--- src/rtl/calc_result_display.sv ---
// calc_result_display: accepts an 8-bit calculator result plus error flag,
// converts it to 3-digit BCD by sequential double-dabble (one bit per cycle),
// holds the last completed value and scans it onto a 3-digit seven-segment
// display with leading-zero blanking and an "Err" override.
module calc_result_display #(
  parameter int SCAN_DIV = 1000
) (
  input  logic        clk,
  input  logic        rst,
  input  logic        in_valid,
  output logic        in_ready,
  input  logic [7:0]  result,
  input  logic        error,
  output logic [11:0] bcd,
  output logic        bcd_valid,
  output logic        err_latched,
  output logic [6:0]  seg,
  output logic [2:0]  an
);

  localparam logic [1:0] S_IDLE  = 2'd0;
  localparam logic [1:0] S_SHIFT = 2'd1;
  localparam logic [1:0] S_DONE  = 2'd2;

  localparam int SCAN_W = (SCAN_DIV > 1) ? $clog2(SCAN_DIV) : 1;
  localparam logic [SCAN_W-1:0] SCAN_LAST = SCAN_W'(SCAN_DIV - 1);

  logic [1:0]        state;
  logic [3:0]        iter;
  logic [7:0]        bin;
  logic [11:0]       sh;
  logic [11:0]       sh_adj;
  logic [11:0]       sh_next;
  logic [7:0]        bin_next;
  logic              xfer;
  logic [SCAN_W-1:0] scan_cnt;
  logic [6:0]        seg_ones;
  logic [6:0]        seg_tens;
  logic [6:0]        seg_hund;

  // Double-dabble correction: 4-bit add-3 on nibbles >= 5, carry-out dropped.
  function automatic logic [3:0] add3(input logic [3:0] n);
    return (n >= 4'd5) ? n + 4'd3 : n;
  endfunction

  // Digit-to-segment encoding, bit0 = segment a.
  function automatic logic [6:0] seg7(input logic [3:0] d);
    case (d)
      4'd0:    return 7'h3F;
      4'd1:    return 7'h06;
      4'd2:    return 7'h5B;
      4'd3:    return 7'h4F;
      4'd4:    return 7'h66;
      4'd5:    return 7'h6D;
      4'd6:    return 7'h7D;
      4'd7:    return 7'h07;
      4'd8:    return 7'h7F;
      4'd9:    return 7'h6F;
      default: return 7'h00;
    endcase
  endfunction

  assign in_ready = (state == S_IDLE);
  assign xfer     = in_valid && in_ready;

  // One double-dabble iteration: correct nibbles, then shift {bcd,bin} left.
  always_comb begin
    sh_adj = {add3(sh[11:8]), add3(sh[7:4]), add3(sh[3:0])};
    {sh_next, bin_next} = {sh_adj, bin} << 1;
  end

  // Control FSM and held display state; the held value is updated on the
  // edge that enters DONE so bcd, bcd_valid and seg change together.
  always_ff @(posedge clk or posedge rst) begin
    if (rst) begin
      state       <= S_IDLE;
      iter        <= 4'd0;
      bcd         <= 12'h000;
      bcd_valid   <= 1'b0;
      err_latched <= 1'b0;
    end else begin
      bcd_valid <= 1'b0;
      case (state)
        S_IDLE: begin
          if (xfer) begin
            if (error) begin
              state       <= S_DONE;
              err_latched <= 1'b1;
              bcd_valid   <= 1'b1;
            end else begin
              state <= S_SHIFT;
              iter  <= 4'd8;
            end
          end
        end
        S_SHIFT: begin
          iter <= iter - 4'd1;
          if (iter == 4'd1) begin
            state       <= S_DONE;
            bcd         <= sh_next;
            err_latched <= 1'b0;
            bcd_valid   <= 1'b1;
          end
        end
        S_DONE:  state <= S_IDLE;
        default: state <= S_IDLE;
      endcase
    end
  end

  // Conversion datapath: load on transfer, iterate while shifting.
  always_ff @(posedge clk) begin
    if (xfer) begin
      bin <= result;
      sh  <= 12'h000;
    end else if (state == S_SHIFT) begin
      bin <= bin_next;
      sh  <= sh_next;
    end
  end

  // Free-running digit scan, independent of the conversion FSM.
  always_ff @(posedge clk or posedge rst) begin
    if (rst) begin
      scan_cnt <= '0;
      an       <= 3'b001;
    end else if (scan_cnt == SCAN_LAST) begin
      scan_cnt <= '0;
      an       <= {an[1:0], an[2]};
    end else begin
      scan_cnt <= scan_cnt + 1'b1;
    end
  end

  // Per-digit patterns with leading-zero blanking and the "Err" override.
  always_comb begin
    if (err_latched) begin
      seg_hund = 7'h79;
      seg_tens = 7'h50;
      seg_ones = 7'h50;
    end else begin
      seg_hund = (bcd[11:8] == 4'd0) ? 7'h00 : seg7(bcd[11:8]);
      seg_tens = (bcd[11:4] == 8'd0) ? 7'h00 : seg7(bcd[7:4]);
      seg_ones = seg7(bcd[3:0]);
    end
  end

  // Select the pattern for the currently enabled digit.
  always_comb begin
    case (an)
      3'b001:  seg = seg_ones;
      3'b010:  seg = seg_tens;
      3'b100:  seg = seg_hund;
      default: seg = 7'h00;
    endcase
  end

endmodule

--- config.mk ---
export PLATFORM = sky130hd
export DESIGN_NAME = calc_result_display
export DESIGN_NICKNAME = d
export VERILOG_FILES = /design/src/rtl/calc_result_display.sv
export SDC_FILE = /design/constraint.sdc
export NUM_CORES = 1
export LEC_CHECK = 0
export CORE_MARGIN = 2
export CORE_UTILIZATION = 45
export DETAILED_ROUTE_END_ITERATION = 10
export PLACE_DENSITY = 0.66
export SLEW_MARGIN = 20
export SYNTH_ARGS = -nofsm -noshare
export SYNTH_HDL_FRONTEND = slang
export SYNTH_SLANG_ARGS = --single-unit
--- constraint.sdc ---
create_clock -name clk -period 4.73 [get_ports clk]
set_input_delay 0.946 -clock clk [delete_from_list [all_inputs] [get_ports clk]]
set_output_delay 0.946 -clock clk [all_outputs]
set_load 0.03 [all_outputs]
After elaboration in Yosys (flattened, before gate mapping)
Memories as Yosys holds them, arrays and structs flattened.
Index checks and enable logic that the tools add are counted.
- memories: 3
- memory bits (read-only): 336
- register bits: 53
- $lt $le $gt $ge: 3
- $add $sub $neg: 5
- eq/ne operators: 10
- reductions and logical operators: 10
- multiplexer cells: 27
- memory list (memory ; depth ; width ; rd ports ; clocked after Yosys merged registers in ; wr ports ; RTL line ; text):
    (no name shown) ; 16 ; 7 ; 1 ; 0 ; 0 ; 48 ; case (d)
    (no name shown) ; 16 ; 7 ; 1 ; 0 ; 0 ; 48 ;
    (no name shown) ; 16 ; 7 ; 1 ; 0 ; 0 ; 48 ;
- operators with widths (cell ; number):
    2-to-1 mux 7 bit ; 5
    one-hot mux 7 bit (3 select lines) ; 1
    2-to-1 mux 4 bit ; 4
    2-to-1 mux 8 bit ; 2
    >= comparator 4 x 3 -> 1 bit (second input constant) ; 3
    adder 10 x 1 -> 10 bit (second input constant) ; 1
    equality test 10 bit (second input constant) ; 1
    2-to-1 mux 10 bit ; 1
    adder 4 x 2 -> 4 bit (second input constant) ; 2
    zero test 8 bit ; 1
    one-hot mux 4 bit (2 select lines) ; 1
    2-to-1 mux 1 bit ; 6
    2-to-1 mux 2 bit ; 3
    equality test 4 x 1 -> 1 bit (second input constant) ; 1
    zero test 4 bit ; 1
    != test 2 x 1 -> 1 bit (second input constant) ; 2
    != test 2 bit (second input constant) ; 2
    one-hot mux 1 bit (2 select lines) ; 2
    one-hot mux 2 bit (2 select lines) ; 1
    AND reduction 2 bit ; 2
    AND reduction 4 bit ; 1
    nonzero test 2 bit ; 2
    subtractor 4 x 1 -> 4 bit (second input constant) ; 1
    adder 3 x 2 -> 3 bit (second input constant) ; 1
    8 further kinds ; 8

Depth between registers and ports, before layout
Gate-level depths: netlist (run 1).
- depth in word-level cells: 4
- gate-level depth with buffers: 7

Worst setup path before layout (run 1)
No wires, ideal clock.
- path type: reg-to-output
- start: register bcd[5]
- end: output port seg[4]
- arrival: 2.403 ns
- path buffers: 0
- setup slack: 1.381 ns
- cell stages (with the launch flop): 7
- cell sequence: dfrtp_1 -> inv_1 -> ha_1 -> nor2b_1 -> mux2i_1 -> nor3b_1 -> o41ai_1
- word-level cells in the longest chain between the ends: 4
- ends and longest elaborated chain (item ; RTL line ; text):
    from (decl) ; 14 ; output logic [11:0] bcd,
    from (signal assigned) ; 100 ; bcd <= sh_next;
    memory (16 x 7 bit) / zero test 8 bit (equally long branches) ; -- ;
    2-to-1 mux 7 bit (*) ; 143 ; seg_tens = (bcd[11:4] == 8'd0) ? 7'h00 : seg7(bcd[7:4]);
    2-to-1 mux 7 bit (*) ; 137 ; if (err_latched) begin
    one-hot mux 7 bit (3 select lines) (*) ; 150 ; case (an)
    to (decl) ; 17 ; output logic [6:0] seg,
Mark *: on every way between the ends. The rest lies on a longest branch, timed or not.

Worst setup path after layout (run 1)
- start: register bcd[9]
- end: output port seg[5]
- word-level cells in the longest chain between the ends: 4
- ends and longest elaborated chain (item ; RTL line):
    memory (16 x 7 bit), or another cell as far along ; --
    2-to-1 mux 7 bit, on equally long branches ; 142, 143
    2-to-1 mux 7 bit ; 137
    one-hot mux 7 bit (3 select lines) (*) ; 150
Marks and branches as above.

==> load_flow_metrics.sql, run 1 <==
INSERT INTO impl_metrics (metric_group, metric, value, unit) VALUES
('sta', 'rsz0062_at_grt', 'no', ''),
('placement', 'placement.io_buffers', '36', ''),
('placement', 'detailed_place_hpwl', '4553', 'microns'),
('detailed_routing', 'postRouteWirelength', '6028', 'microns'),
('clock_network', 'cts_post_setup_buffers_inserted', '0', ''),
('detailed_routing', 'dr.pass1.iters', '5', ''),
('floorplanning', 'floorplan.initialDensity', '0.4639', ''),
('detailed_routing', 'drtAntennaViolNets', '0', ''),
('yosys', 'synth_edf_count', '8', ''),
('layout', 'insertedDiodeCount', '0', ''),
('placement', 'detailedPlace.worstSlack', '1.422', 'ns'),
('worst_setup_path', 'worst-endpoint-required', '3.78', 'ns'),
('clock_network', 'tritoncts', 'built', ''),
('worst_setup_path', 'critPathKind', 'reg -> out', ''),
('yosys', 'synth_cells', '320', ''),
('clock_network', 'cts.sinks', '53', ''),
('clock_network', 'cts_made_buffers', '5', ''),
('detailed_routing', 'total_via_count_in_the_routed_design', '2399', ''),
('sta', 'setup_tns', '0', 'ns'),
('worst_setup_path', 'critical_path.startpoint_type', 'flip-flop', ''),
('sta', 'fin_skew', '0.01065', 'ns'),
('run', 'max-cap-violations', '0', ''),
('global_route', 'grt_first_pass_wirelength', '10660', 'microns'),
('yosys', 'ys_types', '50', ''),
('detailed_routing', 'number_of_drc_violations_after_detailed_routing_iteration_0', '53', ''),
('layout', 'drive_above_1_share', '0.1105', ''),
('global_route', 'grt_antenna_before_repair', '0', ''),
('yosys', 'ys_warn_count', '0', ''),
('sta', 'worst_pin_slew', '0.8430', 'ns'),
('sta', 'timing.final.crit_share', '0.7646', ''),
('clock_network', 'cts.hold.buffers_added', '0', ''),
('worst_setup_path', 'max_stage_delay', '0.63', 'ns'),
('layout', 'filler_cell_count_in_the_final_layout', '630', ''),
('layout', 'design.final.nets', '388', ''),
('clock_network', 'clk_path_buf_depth', '2', ''),
('yosys', 'synth.net_count', '356', ''),
('yosys', 'muxShareOfSynthArea', '0.08423', ''),
('floorplanning', 'die_h', '87.46', 'microns'),
('yosys', 'compound_cell_area_share_of_the_yosys_netlist', '0.1593', ''),
('yosys', 'post_synth_top_flop', 'sky130_fd_sc_hd__dfrtp_1', ''),
('yosys', 'synth_xor_xnor_area_share', '0.03353', ''),
('worst_setup_path', 'reg2reg_setup_slack', '2.64', 'ns'),
('layout', 'area_delta_synth_final', '16.85', '%'),
('hold_path', 'hold_class', 'reg -> reg', ''),
('clock_network', 'number_of_resized_instances_in_the_post_cts_repair_step', '0', ''),
('pwr', 'p_per_area', '558.5', 'nW/um^2'),
('worst_setup_path', 'timing.critical_path.mode_cell', 'sky130_fd_sc_hd__o311ai_0', ''),
('pwr', 'power_leakage', '1.428', 'nW'),
('sta', 'maxSlewViolCount', '0', ''),
('sta', 'clock.fmax', '0.2765', 'GHz'),
('yosys', 'synth_top_family_by_area', 'simple AND/OR/NAND/NOR gates', ''),
('status', 'outcome', 'finished, final reports clean', ''),
('yosys', 'synth.yosys.seq_area_share', '0.4172', ''),
('floorplanning', 'rows', '30', ''),
('global_route', 'via_count_of_the_first_global_routing_pass', '2254', ''),
('detailed_routing', 'detail_route.vias_per_cell', '5.540', ''),
('sta', 'finalCriticalPeriod', '3.617', 'ns'),
('worst_setup_path', 'worstSetupEndpointType', 'primary output', ''),
('yosys', 'post_synth_simple_gate_area', '0.1713', ''),
('worst_setup_path', 'timing.critical_path.cells', 'inv_1, ha_1, nor4b_1, a21oi_2, o311ai_0, o311ai_0, clkdlybuf4s50_1', ''),
('sta', 'final_setup_violating_endpoints', '0', ''),
('yosys', 'yosys_register_bits', '53', ''),
('floorplanning', 'design.portCount', '37', ''),
('clock_network', 'cts_max_level', '2', ''),
('global_route', 'global_route.usage.total', '0.1741', ''),
('sta', 'timing.max_slew.rel_slack', '0.4374', ''),
('sta', 'setup_ws', '1.113', 'ns'),
('worst_setup_path', 'critical_path.max_fanout', '8', ''),
('global_route', 'grt.overflow.total', '0', ''),
('detailed_routing', 'routedWlPerCell', '13.92', 'microns'),
('worst_setup_path', 'critical-path-slowest-cell', 'sky130_fd_sc_hd__clkdlybuf4s50_1', '');
## worst max-delay path: cells and delay by family (launching register included)
kind                     cells  cell delay [ns]
AND/OR/NAND/NOR              1             0.43
buffers and inverters        2             0.75
flip-flops                   1             0.47
AO/OA/AOI/OAI                3             0.47
adder cells (fa/ha/maj)      1             0.25
## cells in the mapped netlist, types with 2 or more instances
| library cell | instances | area share |
|---|---|---|
| sky130_fd_sc_hd__a211oi_1 | 2 | 0.0048 |
| sky130_fd_sc_hd__a21o_1 | 2 | 0.0048 |
| sky130_fd_sc_hd__a21oi_1 | 15 | 0.024 |
| sky130_fd_sc_hd__a22o_1 | 7 | 0.020 |
| sky130_fd_sc_hd__a31o_2 | 2 | 0.0056 |
| sky130_fd_sc_hd__a31oi_1 | 4 | 0.0080 |
| sky130_fd_sc_hd__and2_1 | 2 | 0.0040 |
| sky130_fd_sc_hd__buf_2 | 2 | 0.0032 |
| sky130_fd_sc_hd__clkbuf_1 | 8 | 0.0096 |
| sky130_fd_sc_hd__clkbuf_2 | 2 | 0.0032 |
| sky130_fd_sc_hd__dfrtp_1 | 32 | 0.26 |
| sky130_fd_sc_hd__dfxtp_1 | 12 | 0.077 |
| sky130_fd_sc_hd__edfxtp_1 | 8 | 0.077 |
| sky130_fd_sc_hd__ha_1 | 24 | 0.096 |
| sky130_fd_sc_hd__inv_1 | 19 | 0.023 |
| sky130_fd_sc_hd__mux2_2 | 19 | 0.068 |
| sky130_fd_sc_hd__mux2i_1 | 5 | 0.016 |
| sky130_fd_sc_hd__nand2_1 | 25 | 0.030 |
| sky130_fd_sc_hd__nand2b_1 | 6 | 0.012 |
| sky130_fd_sc_hd__nand3_1 | 3 | 0.0048 |
| sky130_fd_sc_hd__nor2_1 | 21 | 0.025 |
| sky130_fd_sc_hd__nor2b_1 | 10 | 0.020 |
| sky130_fd_sc_hd__nor3_1 | 4 | 0.0064 |
| sky130_fd_sc_hd__nor3b_1 | 11 | 0.026 |
| sky130_fd_sc_hd__o211ai_1 | 4 | 0.0096 |
| sky130_fd_sc_hd__o21ai_0 | 30 | 0.048 |
| sky130_fd_sc_hd__o22ai_1 | 3 | 0.0060 |
| sky130_fd_sc_hd__o311ai_0 | 5 | 0.014 |
| sky130_fd_sc_hd__or3b_2 | 2 | 0.0056 |
| sky130_fd_sc_hd__xnor2_1 | 9 | 0.025 |
| sky130_fd_sc_hd__xor2_1 | 3 | 0.0084 |
## stage by stage
stage | cells | power, mW | cell area (sq um) | hold slack, ns | util
finish | 433 | 2.046 | 3662 | 0.4687 | 0.5420
detailed placement | 425 | 1.761 | 3552 | 0.4669 | 0.5257
CTS | 433 | 2.068 | 3662 | 0.4778 | 0.5420
floorplan | 320 | 1.474 | 3134 | 0.4329 | -
global placement | 425 | 1.733 | 3552 | 0.4539 | 0.5257
global route | 433 | 2.228 | 3662 | 0.5008 | 0.5420
## flip-flops by register name, summed over array words and instances, names as in the netlist
signal / flops
bin: 8
iter: 4
err_latched: 1
sh: 12
scan_cnt: 10
state: 2
bcd: 12
an: 3
bcd_valid: 1
## cells in the final DEF, fill, tap and decap left out, types with 3 or more instances in the layout
cell and count:
sky130_fd_sc_hd__nor3b_1 11, sky130_fd_sc_hd__nor2_1 21, sky130_fd_sc_hd__a22o_1 7, sky130_fd_sc_hd__nand2b_1 6, sky130_fd_sc_hd__ha_1 24, sky130_fd_sc_hd__nor3_1 4, sky130_fd_sc_hd__nand3_1 3, sky130_fd_sc_hd__o211ai_1 4
sky130_fd_sc_hd__o21ai_0 30, sky130_fd_sc_hd__dfrtp_1 32, sky130_fd_sc_hd__inv_1 19, sky130_fd_sc_hd__clkdlybuf4s50_1 36, sky130_fd_sc_hd__edfxtp_1 8, sky130_fd_sc_hd__clkbuf_8 5, sky130_fd_sc_hd__o22ai_1 3, sky130_fd_sc_hd__mux2_2 19
sky130_fd_sc_hd__dfxtp_1 12, sky130_fd_sc_hd__a21oi_1 15, sky130_fd_sc_hd__xnor2_1 9, sky130_fd_sc_hd__nand2_1 25, sky130_fd_sc_hd__o311ai_0 5, sky130_fd_sc_hd__mux2i_1 5, sky130_fd_sc_hd__xor2_1 3, sky130_fd_sc_hd__a31oi_1 4
sky130_fd_sc_hd__nor2b_1 10
## layout make-up
| cell class | instances | area (sq um) | share of cell area |
|---|---|---|---|
| tap | 80 | 100.1 | 0.02733 |
| sequential | 53 | 1308 | 0.3570 |
| clock inverter | 3 | 41.29 | 0.01127 |
| multi-input combinational | 236 | 1705 | 0.4657 |
| clock buffer | 5 | 68.82 | 0.01879 |
| inverter | 19 | 71.32 | 0.01947 |
| timing repair buffer | 37 | 367.9 | 0.1004 |
## report_power, final
| group | internal [mW] | switching [mW] | leakage, nW | total (mW) |
|---|---|---|---|---|
| registers | 0.623 | 0.199 | 0.600 | 0.822 |
| logic | 0.422 | 0.502 | 0.777 | 0.924 |
| clock network | 0.156 | 0.143 | 0.0518 | 0.299 |
| total | 1.20 | 0.845 | 1.43 | 2.05 |
## cell families (layout without fill, tap and decap cells)
| group | count (synthesis) | count (layout) |
|---|---|---|
| and+or+nand+nor | 96 | 96 |
| AOI/OAI and AO/OA | 80 | 80 |
| DFF | 53 | 53 |
| adders and majority gates | 24 | 24 |
| buffers and inverters | 31 | 64 |
| muxes | 24 | 24 |
| xor gates and xnor gates | 12 | 12 |
## path summary, 6_finish.rpt
kind	start	endpoint	depth (start not counted)
max reg2reg	state[0]$_DFFE_PP0P_	bcd[3]$_DFFE_PP0P_	3
min in group asynchronous	rst	state[0]$_DFFE_PP0P_	2
max in group asynchronous	rst	bcd[5]$_DFFE_PP0P_	3
min	scan_cnt[0]$_DFF_PP0_	scan_cnt[0]$_DFF_PP0_	1
max	bcd[9]$_DFFE_PP0P_	seg[5]	7
min reg2reg	scan_cnt[0]$_DFF_PP0_	scan_cnt[0]$_DFF_PP0_	1
## layer usage
metal / wire length [microns] / vias to the layer above / share of wire / GRT usage
met1: 2896 / 1132 / 0.48 / 0.2445
met4: 111 / 0 / 0.018 / 0.06154
met3: 197 / 10 / 0.033 / 0.02654
met5: 0 / - / 0 / 0
met2: 2822 / 56 / 0.47 / 0.2727
li1: - / 1201 / - / -
(Power assumes the default switching activity.)
==> run 2, diff against run 1 <==
==> constraint.sdc (replaced) <==
create_clock -name clk -period 3.74 [get_ports clk]
set_input_delay 0.748 -clock clk [delete_from_list [all_inputs] [get_ports clk]]
set_output_delay 0.748 -clock clk [all_outputs]
set_load 0.03 [all_outputs]
==> load_flow_metrics.sql, run 2 (synthesis results as in run 1) <==
INSERT INTO impl_metrics (metric_group, metric, value, unit) VALUES
('hold_path', 'worst_hold_startpoint', 'scan_cnt[0]$_DFF_PP0_', ''),
('layout', 'stdcell_count', '434', ''),
('status', 'outcome', 'finished, final reports clean', ''),
('pwr', 'power_leakage', '1.440', 'nW'),
('global_route', 'global_route.usage.total', '0.1689', ''),
('worst_setup_path', 'timing.critical_path.max_delay_family', 'buffers and inverters', ''),
('layout', 'area_delta_synth_final', '17.29', '%'),
('detailed_routing', 'detail_route.drc_violations', '0', ''),
('detailed_routing', 'routedWlPerCell', '13.90', 'microns'),
('floorplanning', 'die_h', '87.46', 'microns'),
('clock_network', 'cts.hold.buffers_added', '0', ''),
('pwr', 'max-vdd-ir-drop', '0.0004148', 'V'),
('hold_path', 'worstHoldEndpoint', 'scan_cnt[0]$_DFF_PP0_', ''),
('sta', 'maxSlewViolCount', '0', ''),
('sta', 'clock.fmax', '0.2924', 'GHz'),
('global_route', 'via_count_of_the_first_global_routing_pass', '2229', ''),
('worst_setup_path', 'worst-endpoint-required', '2.99', 'ns'),
('global_route', 'grt_antenna_before_repair', '0', ''),
('worst_setup_path', 'critical_path.startpoint_type', 'flip-flop', ''),
('floorplanning', 'floorplan.initialDensity', '0.4639', ''),
('sta', 'finalCriticalPeriod', '3.420', 'ns'),
('detailed_routing', 'dr.pass1.iters', '4', ''),
('detailed_routing', 'total_via_count_in_the_routed_design', '2368', ''),
('worst_setup_path', 'critPathKind', 'reg -> out', ''),
('floorplanning', 'die-area', '7648', 'sq um'),
('worst_setup_path', 'reg2reg_setup_slack', '1.67', 'ns'),
('placement', 'dpl_cell_area', '3560', 'sq um'),
('hold_path', 'hold_class', 'reg -> reg', ''),
('global_route', 'grt.overflow.total', '0', ''),
('worst_setup_path', 'critical-path-slowest-cell', 'sky130_fd_sc_hd__clkdlybuf4s50_1', ''),
('clock_network', 'cts_root_buf', 'sky130_fd_sc_hd__clkbuf_8', ''),
('layout', 'drive_above_1_share', '0.1130', ''),
('clock_network', 'clk_path_buf_depth', '2', ''),
('placement', 'placement.io_buffers', '36', ''),
('sta', 'fin_skew', '0.004044', 'ns'),
('hold_path', 'whs_path_depth', '1', ''),
('run', 'max-cap-violations', '0', ''),
('worst_setup_path', 'wp_buf_inv', '2', ''),
('sta', 'finalHoldViolations', '0', ''),
('layout', 'filler_cell_count_in_the_final_layout', '620', ''),
('detailed_routing', 'number_of_drc_violations_after_detailed_routing_iteration_0', '96', ''),
('floorplanning', 'rows', '30', ''),
('worst_setup_path', 'critical_path.max_fanout', '8', ''),
('layout', 'design.final.nets', '389', ''),
('placement', 'globalplace.congestion', '0.8070', ''),
('sta', 'worst_pin_slew', '0.6128', 'ns'),
('worst_setup_path', 'worstSetupEndpointType', 'primary output', ''),
('pwr', 'p_per_area', '709.4', 'nW/um^2'),
('clock_network', 'clk-insertion-delay-late', '0.30', 'ns'),
('worst_setup_path', 'worstReg2RegEnd', 'bcd[3]$_DFFE_PP0P_', ''),
('sta', 'setup_tns', '0', 'ns'),
('worst_setup_path', 'worst_r2r_startpoint', 'state[0]$_DFFE_PP0P_', ''),
('layout', 'most-common-layout-cells', 'sky130_fd_sc_hd__clkdlybuf4s50_1 (36), sky130_fd_sc_hd__dfrtp_1 (32), sky130_fd_sc_hd__o21ai_0 (30)', ''),
('clock_network', 'cts_max_level', '2', ''),
('clock_network', 'tritoncts', 'built', ''),
('worst_setup_path', 'timing.critical_path.cells', 'inv_1, ha_1, nor2b_1, mux2i_1, nor3b_1, o41ai_1, clkdlybuf4s50_1', ''),
('sta', 'timing.max_slew.rel_slack', '0.5897', ''),
('worst_setup_path', 'rr_worst_depth', '3', ''),
('sta', 'timing.final.crit_share', '0.9145', ''),
('sta', 'rsz0062_at_grt', 'no', ''),
('clock_network', 'cts_made_buffers', '5', ''),
('layout', 'insertedDiodeCount', '0', ''),
('detailed_routing', 'postRouteWirelength', '6031', 'microns'),
('layout', 'post-route-cell-area', '3676', 'sq um'),
('clock_network', 'number_of_resized_instances_in_the_post_cts_repair_step', '0', ''),
('layout', 'multi_input_comb_area', '1705', 'sq um'),
('detailed_routing', 'detail_route.vias_per_cell', '5.456', ''),
('clock_network', 'worst_setup_hold_path_clk_slew', '0.09', 'ns'),
('layout', 'mostFrequentLayoutCell', 'sky130_fd_sc_hd__clkdlybuf4s50_1', ''),
('placement', 'detailed_place_hpwl', '4599', 'microns'),
('detailed_routing', 'drtAntennaViolNets', '0', ''),
('floorplanning', 'die_w', '87.46', 'microns'),
('layout', 'regArea', '1308', 'sq um'),
('global_route', 'grt_first_pass_wirelength', '10350', 'microns'),
('floorplanning', 'design.core.area', '6756', 'sq um'),
('clock_network', 'cts_post_setup_buffers_inserted', '0', ''),
('layout', 'largest_registers', 'bcd x12, sh x12, scan_cnt x10', ''),
('layout', 'final_core_util', '0.5441', ''),
('placement', 'dp_cells', '426', ''),
('global_route', 'largest_net_degree_at_the_start_of_global_routing', '34', ''),
('worst_setup_path', 'critPathArrivalTime', '2.67', 'ns'),
('clock_network', 'cts.sinks', '53', ''),
('sta', 'final_setup_violating_endpoints', '0', ''),
('worst_setup_path', 'max_stage_delay', '0.73', 'ns'),
('floorplanning', 'design.portCount', '37', '');
run 2: per-stage QoR:
stage | setup WS (ns) | hold WS [ns] | power (mW)
6_report | 0.3199 | 0.4643 | 2.608
5_1_grt | 0.06699 | 0.4898 | 2.835
4_1_cts | 0.2999 | 0.4694 | 2.643
3_5_place_dp | 0.6333 | 0.4564 | 2.241
3_3_place_gp | 0.6926 | 0.4542 | 2.198
2_1_floorplan | 0.5893 | 0.4329 | 1.864
run 2: metal layers:
metal,vias up,GRT usage,share of wire
li1,1204,-,-
met1,1103,0.2331,0.49
met2,49,0.2679,0.46
met5,-,0,0
met4,0,0.05734,0.020
met3,12,0.02938,0.032
run 2: worst max-delay path by stage:
stage / to / cells after the start / startpoint / slack, ns
after floorplan: seg[4] / 6 / bcd[5]$_DFFE_PP0P_ / 0.59
after global placement: seg[4] / 7 / bcd[5]$_DFFE_PP0P_ / 0.69
after detailed placement: seg[4] / 7 / bcd[5]$_DFFE_PP0P_ / 0.63
after CTS: seg[4] / 7 / bcd[5]$_DFFE_PP0P_ / 0.30
after global routing: seg[4] / 7 / bcd[5]$_DFFE_PP0P_ / 0.07
final: seg[4] / 7 / bcd[5]$_DFFE_PP0P_ / 0.32
run 2: power breakdown:
group | internal, mW | total (mW) | switching (mW)
sequential | 0.788 | 1.04 | 0.252
combinational | 0.540 | 1.17 | 0.634
clock | 0.218 | 0.394 | 0.175
run 2: cell type report:
type | instances | share of cell area
inverter | 19 | 0.01940
sequential | 53 | 0.3557
tap | 80 | 0.02723
timing repair buffer | 38 | 0.1021
clock inverter | 1 | 0.008169
multi-input combinational | 236 | 0.4639
clock buffer | 7 | 0.02349
